`config.mk`:
```
export PLATFORM = sky130hd
export DESIGN_NAME = prim_clock_gate_ctrl
export DESIGN_NICKNAME = d
export VERILOG_FILES = /design/src/rtl/prim_cg_pkg.sv /design/src/rtl/prim_cg_chan.sv /design/src/rtl/prim_clock_gate_ctrl.sv
export SDC_FILE = /design/constraint.sdc
export NUM_CORES = 1
export LEC_CHECK = 0
export BUFFER_PORTS_ARGS = -buffer_cell sky130_fd_sc_hd__buf_2
export CORE_AREA = 2 2 95 97
export CTS_CLUSTER_DIAMETER = 30
export CTS_CLUSTER_SIZE = 24
export DETAILED_ROUTE_END_ITERATION = 8
export DIE_AREA = 0 0 97 99
export PLACE_DENSITY_LB_ADDON = 0.3
export SLEW_MARGIN = 30
export SYNTH_ARGS = -nofsm -noshare
export SYNTH_HDL_FRONTEND = slang
export SYNTH_SLANG_ARGS = --single-unit
```
`constraint.sdc`:
```
create_clock -name clk_i -period 2.5 [get_ports clk_i]
set_clock_uncertainty 0.05 [all_clocks]
set_input_delay 0.125 -clock clk_i [delete_from_list [all_inputs] [get_ports clk_i]]
set_output_delay 0.125 -clock clk_i [all_outputs]
set_load 0.01 [all_outputs]
```
`src/rtl/prim_cg_pkg.sv`:
```
// prim_cg_pkg: shared state type, stats width and helpers for the clock-gating controller
package prim_cg_pkg;

    typedef enum logic [1:0] {CgRun, CgIdle, CgGated, CgWake} cg_state_e;

    localparam int unsigned StatW = 32;

    function automatic int unsigned cg_max(input int unsigned a, input int unsigned b);
        return (a > b) ? a : b;
    endfunction

endpackage

```
`src/rtl/prim_cg_chan.sv`:
```
// prim_cg_chan: one channel's gating FSM, idle/wake counter, wake ack register and glitch-free enable latch
module prim_cg_chan import prim_cg_pkg::*; #(
    parameter int unsigned IdleCycles = 16,
    parameter int unsigned WakeCycles = 2,
    parameter int unsigned CntW       = $clog2(cg_max(IdleCycles, WakeCycles) + 1)
) (
    input  logic clk_i,
    input  logic rst_ni,
    input  logic test_en_i,
    input  logic cg_en_i,
    input  logic busy_i,
    input  logic wake_req_i,
    output logic wake_ack_o,
    output logic gated_o,
    output logic clk_o
);

    localparam logic [CntW-1:0] IdleLast = CntW'(IdleCycles - 1);
    localparam logic [CntW-1:0] WakeLast = CntW'(WakeCycles - 1);

    cg_state_e       state_q, state_d;
    logic [CntW-1:0] cnt_q, cnt_d, cnt_inc;
    logic            ack_q, ack_d;
    logic            acked_q, acked_d;
    logic            en_q, en_d;
    logic            en_l;

    assign cnt_inc = (&cnt_q) ? cnt_q : cnt_q + 1'b1;

    // next state, counter and ack; acked remembers a held request was already answered
    always_comb begin
        state_d = state_q;
        cnt_d   = cnt_q;
        ack_d   = 1'b0;
        if (test_en_i) begin
            state_d = CgRun;
            cnt_d   = '0;
        end else begin
            case (state_q)
                CgRun: begin
                    if (!busy_i && cg_en_i && !wake_req_i) begin
                        state_d = CgIdle;
                        cnt_d   = '0;
                    end else begin
                        ack_d = wake_req_i & ~acked_q;
                    end
                end
                CgIdle: begin
                    if (busy_i || !cg_en_i || wake_req_i) begin
                        state_d = CgRun;
                        ack_d   = wake_req_i & ~acked_q;
                    end else if (cnt_q == IdleLast) begin
                        state_d = CgGated;
                    end else begin
                        cnt_d = cnt_inc;
                    end
                end
                CgGated: begin
                    if (wake_req_i || busy_i || !cg_en_i) begin
                        state_d = CgWake;
                        cnt_d   = '0;
                    end
                end
                CgWake: begin
                    if (cnt_q == WakeLast) begin
                        state_d = CgRun;
                        ack_d   = wake_req_i & ~acked_q;
                    end else begin
                        cnt_d = cnt_inc;
                    end
                end
                default: state_d = CgRun;
            endcase
        end
        acked_d = wake_req_i & (acked_q | ack_d);
        en_d    = (state_d != CgGated) | test_en_i;
    end

    // state registers; reset leaves the clock enabled
    always_ff @(posedge clk_i) begin
        if (!rst_ni) begin
            state_q <= CgRun;
            cnt_q   <= '0;
            ack_q   <= 1'b0;
            acked_q <= 1'b0;
            en_q    <= 1'b1;
        end else begin
            state_q <= state_d;
            cnt_q   <= cnt_d;
            ack_q   <= ack_d;
            acked_q <= acked_d;
            en_q    <= en_d;
        end
    end

    // enable only changes while clk_i is low so clk_o pulses are never truncated
    always_latch begin
        if (!clk_i) en_l = en_q | test_en_i;
    end

    assign clk_o      = clk_i & en_l;
    assign wake_ack_o = ack_q;
    assign gated_o    = (state_q == CgGated);

endmodule

```
`src/rtl/prim_clock_gate_ctrl.sv`:
```
// prim_clock_gate_ctrl: multi-channel auto clock gating; PRIM_CG_STATS_EN adds per-channel gated-cycle counters
module prim_clock_gate_ctrl import prim_cg_pkg::*; #(
    parameter int unsigned NumCh      = 4,
    parameter int unsigned IdleCycles = 16,
    parameter int unsigned WakeCycles = 2
) (
    input  logic                   clk_i,
    input  logic                   rst_ni,
    input  logic                   test_en_i,
    input  logic [NumCh-1:0]       cg_en_i,
    input  logic [NumCh-1:0]       busy_i,
    input  logic [NumCh-1:0]       wake_req_i,
`ifdef PRIM_CG_STATS_EN
    input  logic                   stats_clr_i,
    output logic [NumCh*StatW-1:0] gated_cnt_o,
`endif
    output logic [NumCh-1:0]       wake_ack_o,
    output logic [NumCh-1:0]       gated_o,
    output logic [NumCh-1:0]       clk_o
);

    localparam int unsigned CntW = $clog2(cg_max(IdleCycles, WakeCycles) + 1);

    for (genvar i = 0; i < NumCh; i++) begin : g_ch
        prim_cg_chan #(
            .IdleCycles (IdleCycles),
            .WakeCycles (WakeCycles),
            .CntW       (CntW)
        ) u_chan (
            .clk_i      (clk_i),
            .rst_ni     (rst_ni),
            .test_en_i  (test_en_i),
            .cg_en_i    (cg_en_i[i]),
            .busy_i     (busy_i[i]),
            .wake_req_i (wake_req_i[i]),
            .wake_ack_o (wake_ack_o[i]),
            .gated_o    (gated_o[i]),
            .clk_o      (clk_o[i])
        );
    end

`ifdef PRIM_CG_STATS_EN
    logic [NumCh-1:0][StatW-1:0] stat_q, stat_d;

    // count cycles spent gated, saturating; clear beats increment
    always_comb begin
        stat_d = stat_q;
        for (int c = 0; c < NumCh; c++) begin
            stat_d[c] = stats_clr_i ? '0 : stat_q[c] + StatW'(gated_o[c] & ~(&stat_q[c]));
        end
    end

    // stats registers
    always_ff @(posedge clk_i) begin
        if (!rst_ni) stat_q <= '0;
        else         stat_q <= stat_d;
    end

    assign gated_cnt_o = stat_q;
`endif

endmodule
```
==> out/results.ini <==
[drt]
routedWlPerCell_um=12.72
detail_route.iter0.violations=80
routed.top_layer=met4
drc_errors=0
wl_met3_um=263
num_vias=2126
routed_via_density=5.026
wirelength_um=5380
postRouteAntennaNets=0
firstDrtPassIters=4
wl_met2_um=2353
met1_length_um=2693

[placed_design]
place_congestion=0.7809
port-buffer-count=26
dp_hpwl_um=3690
placed_area_mm2=0.002650

[cts]
cts_tree=done
clk_latency_ps=390
clkTransAtPathRegs_ps=80

[pwr]
combPwrFrac_pct=6.1
pwr-share-seq_pct=42.3
powerDensity_mw_per_mm2=557.3
internal_power_mw=1.207
ir_drop_v=0.0002500
p_leak_nw=1.172
swShare_pct=26.26
netSwitchingPower_mw=0.4298
clkPwrFrac_pct=51.5

[global_route]
gr-total-overflow=0
grt_usage_pct=11.87
grt_pass1_wl_um=9252
grt_max_degree=18
grt_pass1_vias=2054
antenna_found_initial=0

[synthesis]
synth_warnings=0
yosys.cell_count.top_type=dfxtp_1
netlist.area_leader.share_pct=32.05
synth_top_area_cell=dfxtp_1
synth_cell_types=59
async_flop_share_pct=0
synth-edff-count=0
syn-num-nets=317
synthTopCellsByArea=dfxtp_1 32%, ha_1 8.0%, buf_4 3.6%, a21oi_1 2.6%, nand3_1 2.6%
avgSynthCellArea_um2=8.737
yosys_most_used_dff=dfxtp_1
syn_area_mm2=0.002499
synth_seq_cells=44
synthTopCellsByCount=40 x dfxtp_1, 17 x nand2_1, 17 x nor2_1, 16 x ha_1, 14 x inv_1
synth_cells=286

[timing]
slew_headroom_pct=52.72
rsz0062_at_grt=yes
hold_viol_final=0
slew_violations=0
setup_violations=0
whs_ps=87.48
tightestPinTransition_ps=699.3

[finish]
nets=344
stdcell_area_mm2=0.002937
register_area_um2=862.1
multi_input_area_mm2=0.001456
area_delta_synth_final_pct=17.53
fill_cells=868
final_layout_size_suffix_gt1_share_pct=19.37
num_antenna_cells=0

[setup_path]
r2r-end=g_ch[3].u_chan.acked_q
worstPathArrival_ps=2280
crit_fanout=1
critical_path_required_ps=2330
reg2reg_from=g_ch[3].u_chan.cnt_q[0]
crit_type=latch -> out
cp-end-kind=output port
reg2reg_slack_ps=210
cp-start-kind=latch
rr_worst_depth=6

[outcome]
status=finished clean

[floorplanning]
die_w_um=97
num_io_pins=27
core_mm2=0.008551
dieHeight_um=99
die_area_mm2=0.009603
initial_core_util_pct=29.22
rows=34

[worst_hold_path]
hold_start=cg_en_i[2]
worst_hold_path.endpoint=g_ch[2].u_chan.en_q
hold_path_class=in -> reg
holdPathStages=3

[flow_run]
cap_violations=0

-- worst max-delay path by stage --
stage	start	end	slack (ps)	cells after the start
after floorplan	g_ch[1].u_chan.en_l	clk_o[1]	500	2
after global placement	g_ch[0].u_chan.cnt_q[0]	g_ch[0].u_chan.cnt_q[2]	450	7
after detailed placement	g_ch[2].u_chan.cnt_q[0]	g_ch[2].u_chan.cnt_q[1]	400	7
after CTS	g_ch[2].u_chan.en_l	clk_o[2]	3	2
after global routing	g_ch[1].u_chan.en_l	clk_o[1]	-20	2
final	g_ch[2].u_chan.en_l	clk_o[2]	40	2
-- layer usage --
| layer | GRT usage, % | vias to the layer above |
|---|---|---|
| met4 | 5.200 | 0 |
| met5 | 0 | - |
| met3 | 4.894 | 7 |
| li1 | - | 1096 |
| met2 | 17.31 | 54 |
| met1 | 15.39 | 969 |
-- sequential cells by signal, summed over array words and instances, names as in the netlist --
register,flops
g_ch.u_chan.acked_q,4
g_ch.u_chan.en_q,4
g_ch.u_chan.state_q,8
g_ch.u_chan.wake_ack_o,4
g_ch.u_chan.en_l,4
g_ch.u_chan.cnt_q,20
-- critical path, cell delays in order (launching register included) --
cell and delay [ps]:
dlxtn_1 390, and2_4 140, buf_6 90
-- power groups by stage --
| stage | combinational (mW) | sequential [mW] | clock [mW] |
|---|---|---|---|
| finish | 0.101 | 0.693 | 0.843 |
| global route | 0.111 | 0.694 | 0.922 |
| CTS | 0.101 | 0.693 | 0.802 |
| detailed placement | 0.0871 | 0.710 | 0.137 |
| global placement | 0.0866 | 0.709 | 0.137 |
| floorplan | 0.0589 | 0.706 | 0.177 |
-- area by class of cell --
type	instances	share of cell area, %
inverter	15	1.917
timing repair buffer	37	8.607
tap	108	4.602
sequential	44	29.36
clock inverter	3	0.4687
clock buffer	14	5.454
multi-input combinational	202	49.60
-- timing repair --
item	in CTS	in global routing
hold buffers	12	0
hold endpoints to repair	12	0
buffers inserted	0	0
resized for setup	0	6
endpoints found under the setup margin	0	7
-- through the flow --
stage | total power [mW] | utilization [%] | setup TNS [ps] | worst slack, ps | instances
3_5_place_dp | 0.9342 | 30.99 | 0 | 404.1 | 398
5_1_grt | 1.727 | 34.34 | -18.67 | -18.67 | 423
3_3_place_gp | 0.9334 | 30.99 | 0 | 451.6 | 398
4_1_cts | 1.596 | 34.05 | 0 | 3.302 | 423
2_1_floorplan | 0.9413 | - | 0 | 497.3 | 286
6_report | 1.637 | 34.34 | 0 | 41.57 | 423
-- cells by family (layout without fill, tap and decap cells) --
kind of cell / after synthesis / count (layout) / share of synthesized area, %
multiplexers: 6 / 6 / 2.454
AND/OR/NAND/NOR: 112 / 112 / 27.79
latches: 4 / 4 / 2.404
AO/OA/AOI/OAI: 67 / 67 / 19.13
XOR/XNOR: 1 / 1 / 0.3506
buffers and inverters: 40 / 69 / 7.811
adder cells (fa/ha/maj): 16 / 16 / 8.012
flip-flops: 40 / 40 / 32.05
-- placed cells by master, fill, tap and decap left out, types with 3 or more instances in the layout --
cell            n
dfxtp_1        40
buf_2          24
nor2_1         17
nand2_1        17
ha_1           16
inv_1          14
nand3_1        13
a21oi_1        13
dlygate4sd3_1  12
o21ai_0        11
clkbuf_8        9
nor3_1          7
nor4b_1         6
o2111ai_1       6
o211ai_1        6
nor2b_1         5
mux2i_1         5
nand3b_1        5
or2_2           4
a22oi_1         4
o211a_1         4
and3_1          3
and2_1          3
nor3b_2         3
nor3b_1         3
nand4_1         3
or3_1           3
dlxtn_1         3
buf_4           3
(Power assumes the default switching activity.)
